<file path="src/rtl/score_display_n.sv">
// N-digit BCD score counter with high-score register and multiplexed 7-segment drive.
// Score/high score update on the clock edge after inc/clr/hi_clr; segments and digits are registered.
// No backpressure: inc/clr pulses are consumed every cycle, and the display scan free-runs.
module score_display_n #(
  parameter int DIGITS      = 2,
  parameter int REFRESH_DIV = 1,
  parameter int WRAP        = 1,
  parameter int BLANK_LZ    = 1
) (
  input  logic                  clk,
  input  logic                  rst,
  input  logic                  clr,
  input  logic                  inc,
  input  logic                  hi_clr,
  input  logic                  show_hi,
  input  logic                  ena,
  input  logic                  invert,
  output logic [6:0]            segments,
  output logic [DIGITS-1:0]     digits,
  output logic                  ovf,
  output logic [4*DIGITS-1:0]   score_bcd,
  output logic [4*DIGITS-1:0]   hi_bcd
);

  localparam int IW = (DIGITS > 1) ? $clog2(DIGITS) : 1;
  localparam int RW = (REFRESH_DIV > 1) ? $clog2(REFRESH_DIV) : 1;
  localparam logic [IW-1:0] LAST_IDX = IW'(DIGITS - 1);
  localparam logic [RW-1:0] LAST_REF = RW'(REFRESH_DIV - 1);

  logic [4*DIGITS-1:0] r_score;
  logic [4*DIGITS-1:0] r_hi;
  logic                r_ovf;
  logic [IW-1:0]       r_idx;
  logic [RW-1:0]       r_ref;
  logic [6:0]          r_seg;
  logic [DIGITS-1:0]   r_dig;

  logic [4*DIGITS-1:0] w_inc_score;
  logic                w_all9;
  logic [4*DIGITS-1:0] w_src;
  logic [3:0]          w_nib;
  logic                w_lz;
  logic                w_blank;
  logic [6:0]          w_seg_raw;
  logic [6:0]          w_seg;
  logic [DIGITS-1:0]   w_dig;

  // BCD +1 with ripple carry; a carry out of the top digit means the score was all 9s
  always_comb begin
    logic carry;
    carry       = 1'b1;
    w_inc_score = r_score;
    for (int i = 0; i < DIGITS; i++) begin
      if (carry) begin
        if (r_score[4*i +: 4] == 4'd9) begin
          w_inc_score[4*i +: 4] = 4'd0;
        end else begin
          w_inc_score[4*i +: 4] = r_score[4*i +: 4] + 4'd1;
          carry                 = 1'b0;
        end
      end
    end
    w_all9 = carry;
  end

  // Score register: clear beats increment; at all 9s either wrap (incremented value is all 0s) or hold
  always_ff @(posedge clk or posedge rst) begin
    if (rst) begin
      r_score <= '0;
      r_ovf   <= 1'b0;
    end else begin
      r_ovf <= 1'b0;
      if (clr) begin
        r_score <= '0;
      end else if (inc) begin
        r_ovf <= w_all9;
        if (!w_all9 || (WRAP != 0)) begin
          r_score <= w_inc_score;
        end
      end
    end
  end

  // High score tracks the registered score, so it lags one cycle; BCD compares correctly as binary
  always_ff @(posedge clk or posedge rst) begin
    if (rst) begin
      r_hi <= '0;
    end else if (hi_clr) begin
      r_hi <= '0;
    end else if (r_score > r_hi) begin
      r_hi <= r_score;
    end
  end

  // Scan: refresh prescaler, then digit index advance with wrap
  always_ff @(posedge clk or posedge rst) begin
    if (rst) begin
      r_ref <= '0;
      r_idx <= '0;
    end else if (r_ref == LAST_REF) begin
      r_ref <= '0;
      r_idx <= (r_idx == LAST_IDX) ? '0 : r_idx + IW'(1);
    end else begin
      r_ref <= r_ref + RW'(1);
    end
  end

  // Select the active digit of the shown value, decide blanking, encode and apply polarity
  always_comb begin
    logic zero_above;
    w_src      = show_hi ? r_hi : r_score;
    w_nib      = 4'd0;
    w_lz       = 1'b0;
    w_dig      = '0;
    zero_above = 1'b1;
    for (int i = DIGITS - 1; i >= 0; i--) begin
      zero_above = zero_above & (w_src[4*i +: 4] == 4'd0);
      w_dig[i]   = (r_idx == IW'(i));
      if (r_idx == IW'(i)) begin
        w_nib = w_src[4*i +: 4];
        w_lz  = zero_above && (i > 0);
      end
    end
    w_blank = !ena || ((BLANK_LZ != 0) && w_lz);
    case (w_nib)
      4'd0:    w_seg_raw = 7'b0111111;
      4'd1:    w_seg_raw = 7'b0000110;
      4'd2:    w_seg_raw = 7'b1011011;
      4'd3:    w_seg_raw = 7'b1001111;
      4'd4:    w_seg_raw = 7'b1100110;
      4'd5:    w_seg_raw = 7'b1101101;
      4'd6:    w_seg_raw = 7'b1111101;
      4'd7:    w_seg_raw = 7'b0000111;
      4'd8:    w_seg_raw = 7'b1111111;
      4'd9:    w_seg_raw = 7'b1101111;
      default: w_seg_raw = 7'b0000000;
    endcase
    w_seg = (w_blank ? 7'b0000000 : w_seg_raw) ^ {7{invert}};
    w_dig = w_dig ^ {DIGITS{invert}};
  end

  // Output pin registers; forced to 0 during reset regardless of polarity
  always_ff @(posedge clk or posedge rst) begin
    if (rst) begin
      r_seg <= 7'b0;
      r_dig <= '0;
    end else begin
      r_seg <= w_seg;
      r_dig <= w_dig;
    end
  end

  assign segments  = r_seg;
  assign digits    = r_dig;
  assign ovf       = r_ovf;
  assign score_bcd = r_score;
  assign hi_bcd    = r_hi;

endmodule

</file>
<file path="config.mk">
export PLATFORM = sky130hd
export DESIGN_NAME = score_display_n
export DESIGN_NICKNAME = d
export VERILOG_FILES = /design/src/rtl/score_display_n.sv
export SDC_FILE = /design/constraint.sdc
export NUM_CORES = 1
export LEC_CHECK = 0
export CORE_ASPECT_RATIO = 1.5
export CORE_MARGIN = 2
export CORE_UTILIZATION = 48
export CTS_BUF_LIST = sky130_fd_sc_hd__clkbuf_4 sky130_fd_sc_hd__clkbuf_8
export CTS_CLUSTER_DIAMETER = 150
export CTS_CLUSTER_SIZE = 28
export DETAILED_ROUTE_END_ITERATION = 8
export PLACE_DENSITY_LB_ADDON = 0.1
export SETUP_SLACK_MARGIN = 0.4
export SLEW_MARGIN = 40
export SYNTH_ARGS = -nofsm -noshare
export SYNTH_HDL_FRONTEND = slang
export SYNTH_SLANG_ARGS = --single-unit
export TNS_END_PERCENT = 20
</file>
<file path="constraint.sdc">
create_clock -name clk -period 1.9 [get_ports clk]
set_input_delay 0.38 -clock clk [delete_from_list [all_inputs] [get_ports clk]]
set_output_delay 0.38 -clock clk [all_outputs]
set_load 0.02 [all_outputs]
</file>
# ---- After elaboration in Yosys (flattened, before gate mapping)
# Memories as Yosys holds them, arrays and structs flattened.
# Cells that the tools add are included.
dict set report classes {
  mux 18
  n_bitwise 3
  addsub 4
  reduce_logical 7
  n_lt_le_gt_ge 1
  eq_ne 2
}
# op n
set op_table {}
lappend op_table {{two-way mux 8 bit} 5}
lappend op_table {{two-way mux 4 bit} 4}
lappend op_table {{adder 4 x 1 -> 4 bit (second input constant)} 2}
lappend op_table {{== test 4 bit (second input constant)} 2}
lappend op_table {{> comparator 8 bit} 1}
lappend op_table {{two-way mux 1 bit} 8}
lappend op_table {{two-way mux 7 bit} 1}
lappend op_table {{XOR 7 bit} 1}
lappend op_table {{nonzero test 2 bit} 3}
lappend op_table {{logical NOT 4 bit} 1}
lappend op_table {{adder 1 bit (second input constant)} 2}
lappend op_table {{AND reduction 2 bit} 1}
lappend op_table {{XOR 2 bit} 1}
lappend op_table {{logical NOT 1 bit} 1}
lappend op_table {{logical OR 1 bit} 1}
lappend op_table {{NOT 1 bit} 1}
dict set report word_totals {
  elab_cells 44
  input_bits 8
  out_inout_bits 26
  regBits 28
  mem_bits_ro 112
  mem_count 1
}
# memory words width rd rd_clocked_by_memory_dff wr line
set mem_list {}
lappend mem_list {{(name not given)} 16 7 1 0 0 125} ;# case (w_nib)

# ---- Logic depth before layout (Yosys ltp)
# Gate-level depths: netlist of the first run.
dict set report logic_depth {
  word_depth 6
  ltp_mapped 8
}

# ---- Worst setup path before layout of the first run
# No wires, ideal clock.
dict set report synth_path {
  path_kind {reg2reg}
  from {reg r_score[1], in the netlist score_bcd[1]}
  to {reg r_hi[0], in the netlist hi_bcd[0]}
  arrival_ns 1.857
  path_slack_ns -0.037
  stages_incl_launch_ff 8
  t_required_ns 1.820
  period_less_slack_ns 1.937
  setup_ns 0.080
  path_buffers 1
  cell_sequence {dfrtp_1 ha_1 nor2b_1 o211ai_1 a21oi_1 o22a_1 clkbuf_1 mux2i_1}
}
dict set report synth_between {
  elab_chain_len 2
}
# element line
set synth_lines {}
lappend synth_lines {{from (decl)} 30} ;# logic [4*DIGITS-1:0] r_score;
lappend synth_lines {{from (signal assigned)} 78} ;# r_score <= w_inc_score;
lappend synth_lines {{> comparator 8 bit} 90} ;# end else if (r_score > r_hi) begin
lappend synth_lines {{nonzero test 2 bit (no line)} --}
lappend synth_lines {{to (signal assigned)} 91} ;# r_hi <= r_score;
lappend synth_lines {{to (decl)} 31} ;# logic [4*DIGITS-1:0] r_hi;
# No other way between the ends.
# A chain may end at the register's enable or synchronous reset.

# ---- Final worst setup path of the first run
dict set report layout_path {
  from {reg r_idx}
  to {reg r_seg[3], in the netlist segments[3]}
}
dict set report layout_between {
  elab_chain_len 4
  elab_cells_between_ends 6
  cone_classes {mux (3); bitwise (1); reduce/logical (1); memory (1)}
}
# element line
set layout_lines {}
lappend layout_lines {{from (decl)} 33} ;# logic [IW-1:0] r_idx;
lappend layout_lines {{from (signal assigned)} 102} ;# r_idx <= (r_idx == LAST_IDX) ? '0 : r_idx + IW'(1);
lappend layout_lines {{two-way mux 4 bit / two-way mux 1 bit (equally long branches)} 119} ;# if (r_idx == IW'(i)) begin
lappend layout_lines {{memory (16 x 7 bit) / logical OR 1 bit (equally long branches)} --}
lappend layout_lines {{two-way mux 7 bit (*)} 138} ;# w_seg = (w_blank ? 7'b0000000 : w_seg_raw) ^ {7{invert}};
lappend layout_lines {{XOR 7 bit (*)} 138}
lappend layout_lines {{via w_seg[3]} 45} ;# logic [6:0] w_seg;
lappend layout_lines {{to (signal assigned)} 148} ;# r_seg <= w_seg;
lappend layout_lines {{to (decl)} 35} ;# logic [6:0] r_seg;
# Mark *: on every way through the listed nets, which the timed path passes. The rest lies on a longest branch.

==> results of run 1 <==
-- cell families (layout without fill, tap and decap cells) --
family | after synthesis | count (layout) | synth area share
DFF | 27 | 27 | 0.382
adders and majority gates | 16 | 16 | 0.113
AOI/OAI and AO/OA | 36 | 36 | 0.121
muxes | 13 | 13 | 0.104
buffers and inverters | 24 | 77 | 0.0580
xor gates and xnor gates | 9 | 9 | 0.0446
and+or+nand+nor | 57 | 57 | 0.177
-- timing repair --
action / 4_1_cts / 5_1_grt
buffers inserted: 5 / 0
gates resized for setup: 82 / 12
endpoints found under the setup margin: 46 / 24
pin swaps: 12 / 14
-- metrics by stage --
step           cell area, sq um  utilization  total power [mW]  setup WS (ns)  std cells
6_report                   2440        0.675              1.21       -0.00803        278
5_1_grt                    2440        0.675              1.26        -0.0869        278
4_1_cts                    2400        0.665              1.21        -0.0149        278
3_5_place_dp               2260        0.626             0.871         -0.400        269
3_3_place_gp               2260        0.626             0.865         -0.317        269
2_1_floorplan              1800            -             0.777         0.0917        182
-- sequential cells by signal (all words and copies together) (netlist names) --
signal	flops
score_bcd	8
ovf	1
digits	2
r_idx	1
segments	7
hi_bcd	8
-- placed cells by master, fill, tap and decap left out, types with 8 or more instances in the layout --
cell	instances
mux2i_1	8
a21oi_1	11
buf_2	8
dfrtp_1	20
nor2_1	12
dlygate4sd2_1	17
nand2b_1	16
buf_4	16
ha_1	12
inv_1	14
-- power breakdown --
part	switching [mW]	internal, mW
clock network	0.180	0.147
registers	0.0107	0.600
logic	0.139	0.130
-- layout make-up --
class,count,area [sq um],area share
Clock buffer,3,41.3,0.0169
Clock inverter,1,5.00,0.00205
Inverter,18,70.1,0.0287
Multi-Input combinational cell,131,1120,0.459
Sequential cell,27,684,0.280
Tap cell,43,53.8,0.0220
Timing Repair Buffer,55,467,0.191
-- metal layers --
layer	track usage	part of all wire	wire (microns)
met2	0.440	0.59	2550
met3	0.0285	0.024	105
met5	0	0	0
met1	0.238	0.37	1620
met4	0.0949	0.014	59
-- path summary, 6_finish.rpt --
check / startpoint / to / slack [ns] / cells after the start
max: r_idx / segments[3] / -0.008 / 7
min: rst / digits[0] / 0.45 / 3
max reg2reg: r_idx / segments[3] / -0.008 / 7
min reg2reg: hi_bcd[5] / hi_bcd[5] / 0.60 / 2
max in group asynchronous: rst / hi_bcd[6] / 1.17 / 3
min in group clk: hi_bcd[5] / hi_bcd[5] / 0.60 / 2
-- worst min-delay path, delay by kind of cell --
family | cells | cell delay [ns]
buffers and inverters | 3 | 0.75
==> metrics, run 1 <==
drc violations=0; Via density=5.51; starting density of the core=0.489; Max Slew Vio Count=0; Clk Latency, worst-skew pair=0.28 ns; ys flop type=dfrtp_1; Clock Skew=0.00519 ns; post-route minimum period=1.91 ns; initial antenna violation count=0; crit path max-delay cell type=mux4_2; most area-hungry cell type in the Yosys netlist=dfrtp_1; crit path buf inv count=2; worst hold slack=0.449 ns; Yosys reg bits=27; final setup margin=-0.00803 ns; failing checks=setup timing; Setup violations, final=4; outcome=complete, but fails checks; largest net degree at the start of global routing=28; CTS buffer count=3; IO Port Bufs=33; Core Region=3610 sq um; Seq/Total Area, Yosys=0.382; Max Cap Viol=0; Mapped Area=1770 sq um; I/O pin count=34; drt initial violations=36; clock tree sinks=27; Clock Pin Slew Worst Setup and Hold Paths=0.09 ns; Final period util=1.00; Ys Warns=0; Setup crit end kind=flop; mean post-synth cell area=9.71 sq um; TritonCTS clock tree=built; die area=4190 sq um; die width=53.6 microns; H-tree depth=1; CP max stage delay=0.59 ns; crit path DAT=2.06 ns; layout cells sized above 1=0.311; crit start category=flop; number of global-route vias before repair=1583; hold buffers post-CTS=0; height of the die=78.3 microns; wire per inst=15.6 microns; f_max=524 MHz; Total GRT Usage=0.231; CTS Buffer Depth=2; share of the synthesized area in the top cell type=0.382; ant diodes=0; Hold Crit Class=in2async; PwrDens=494 nW/um^2; top cells by area, synth=dfrtp_1, ha_1, nand2b_1, mux2i_1, a21oi_1; Max FO, Critical Path=6; first-pass GRT wire length=7150 microns; Hold Vio Cnt, Final=0; # rows=27; Leak=1.11 nW; vias=1533; syn_nets=206; ys async rst share=1.00; Post-DP HPWL=3220 microns; count leader, synth=dfrtp_1; critical path type=reg2reg; peak supply drop=0.000376 V; Final Net Count=260; area grow syn2layout=38.1%; Overflow after GRT=0; Tightest Pin Transition=0.493 ns; Worst EP required=2.06 ns; Netlist cell types=40; Post-synth top cells=dfrtp_1, inv_1, ha_1, nand2b_1, a21oi_1; Synth Instances=182; number of synthesized flops with an enable pin=0; Post-DRT Antenna Nets=0; CP Cell Sequence=mux4_2 -> buf_6 -> ha_1 -> inv_1 -> o21a_1 -> o21ai_2 -> xnor2_1; Fin Setup TNS=-0.0233 ns; Worst slew margin=0.670; WL final=4330 microns; CTS root buffer=clkbuf_8; fillers=292; RSZ-0062 raised after global routing=true; GPL Wtd Cong=0.826; CP top delay family=multiplexers; drt pass-1 iters=4
(Power assumes the default switching activity.)
==> run 2, diff against run 1 <==
- PLACE_DENSITY: default -> 0.86
- PLACE_DENSITY_LB_ADDON: 0.1 -> default
- RECOVER_POWER: default -> 100
==> metrics, run 2 (same netlist as run 1, synthesis figures left out) <==
height of the die=78.3 microns (unchanged); total chip power=1.23 mW (was 1.21 mW); number of global-route vias before repair=1696 (was 1583); largest net degree at the start of global routing=28 (unchanged); outcome=completed (was complete, but fails checks); TritonCTS clock tree=built (unchanged); most frequent cells in the layout=buf_4, dlymetal6s2s_1, dfrtp_1 (was dfrtp_1, dlygate4sd2_1, nand2b_1, buf_4, inv_1); Post-DRT Antenna Nets=0 (unchanged); f_max=527 MHz (was 524 MHz); IO Port Bufs=33 (unchanged); starting density of the core=0.489 (unchanged); H-tree depth=1 (unchanged); PwrDens=458 nW/um^2 (was 494 nW/um^2); Clk Latency, worst-skew pair=0.28 ns (about the same); layout cells sized above 1=0.373 (was 0.311); crit path DAT=2.10 ns (was 2.06 ns); dpl cells=276 (was 269); Finished Layout Cells=295 (was 278); Reg2Reg Depth=7 (unchanged); Max Slew Vio Count=0 (unchanged); Post-DP HPWL=3250 microns (was 3220 microns); Max FO, Critical Path=6 (unchanged); met2 Use GR=0.446 (was 0.440); Clock Pin Slew Worst Setup and Hold Paths=0.10 ns (was 0.09 ns); Tightest Pin Transition=0.685 ns (was 0.493 ns); CTS buffer count=3 (unchanged); drt pass-1 iters=5 (was 4); grt peak-use layer=met2 (unchanged); I/O pin count=34 (unchanged); Clock Skew=0.00259 ns (was 0.00519 ns); area grow syn2layout=51.9% (was 38.1%); Final Net Count=277 (was 260); hold path depth=4; crit start category=flop (unchanged); ant diodes=0 (unchanged); Total GRT Usage=0.241 (was 0.231); Hold Vio Cnt, Final=0 (unchanged); worst hold slack=0.596 ns (was 0.449 ns); GPL Wtd Cong=0.863 (was 0.826); critical path type=reg2reg (unchanged); Leak=1.42 nW (was 1.11 nW); Core Region=3610 sq um (unchanged); clock tree sinks=27 (unchanged); vias=1688 (was 1533); fillers=232 (was 292); Final period util=0.998 (was 1.00); die width=53.6 microns (unchanged); die area=4190 sq um (unchanged); commonest non-fill, non-tap cell in the layout=buf_4 (was dfrtp_1); post-route minimum period=1.90 ns (was 1.91 ns); Setup crit end kind=flop (unchanged); CTS root buffer=clkbuf_8 (unchanged); # rows=27 (unchanged); Max Cap Viol=0 (unchanged); Worst EP required=2.11 ns (was 2.06 ns); RSZ-0062 raised after global routing=true (unchanged); drc violations=0 (unchanged); Util after Layout=0.743 (was 0.675); wire per inst=17.4 microns (was 15.6 microns); first-pass GRT wire length=7490 microns (was 7150 microns); Worst slew margin=0.543 (was 0.670); Hold Crit Class=in2reg (was in2async); Overflow after GRT=0 (unchanged); hold buffers post-CTS=0 (unchanged); Via density=5.72 (was 5.51); CTS Buffer Depth=2 (unchanged); WL final=5150 microns (was 4330 microns); met3 Usage GRT=0.0285 (unchanged); drt initial violations=49 (was 36); Setup violations, final=0 (was 4); met1 usage=0.248 (was 0.238); initial antenna violation count=0 (unchanged); peak supply drop=0.000349 V (was 0.000376 V)
## run 2: per-layer routing
layer  vias up  part of all wire
li1        765                 -
met1       851              0.34
met2        62              0.59
met3        10             0.039
met4         0             0.030
met5         -                 0
## run 2: path summary, 6_finish.rpt
| path | startpoint | to | slack, ns |
|---|---|---|---|
| worst max-delay path | r_idx | segments[2] | 0.004 |
| worst min-delay path | inc | ovf | 0.60 |
| worst max register to register | r_idx | segments[2] | 0.004 |
| worst min register to register | hi_bcd[1] | hi_bcd[1] | 0.63 |
| max in group asynchronous | rst | r_idx | 0.71 |
| min in group asynchronous | rst | digits[1] | 0.71 |
## run 2: final cells by class
class / instances / area, sq um / area share
Multi-Input combinational cell: 131 / 1150 / 0.430
Tap cell: 43 / 53.8 / 0.0200
Timing Repair Buffer: 72 / 674 / 0.251
Clock inverter: 1 / 5.00 / 0.00186
Sequential cell: 27 / 684 / 0.255
Clock buffer: 3 / 41.3 / 0.0154
Inverter: 18 / 72.6 / 0.0270
## run 2: per-stage QoR
| step | worst slack (ns) | TNS (ns) | instance area [sq um] |
|---|---|---|---|
| after detailed placement | -0.352 | -2.21 | 2320 |
| after global routing | -0.0590 | -0.270 | 2690 |
| final | 0.00411 | 0 | 2690 |
| after global placement | -0.289 | -1.80 | 2320 |
| after floorplan | 0.0917 | 0 | 1800 |
| after CTS | 0.0474 | 0 | 2450 |
## run 2: critical path, cell delays in order, from the launching register on
cell	delay, ns
dfrtp_2	0.46
mux4_2	0.63
buf_4	0.19
ha_4	0.15
inv_2	0.07
o21bai_4	0.05
a21boi_2	0.13
xor2_1	0.15
## run 2: timing repair
item / 4_1_cts / 5_1_grt
buffers inserted: 6 / 9
endpoints found under the setup margin: 46 / 48
pin swaps: 6 / 15
resized for setup: 27 / 64
endpoints found under the hold margin: 0 / 0
## run 2: power by group
part	leakage, nW	internal [mW]	switching [mW]	total (mW)
registers	0.340	0.600	0.0109	0.611
clock network	0.0255	0.148	0.197	0.345
logic	1.06	0.135	0.138	0.273
total	1.42	0.883	0.346	1.23
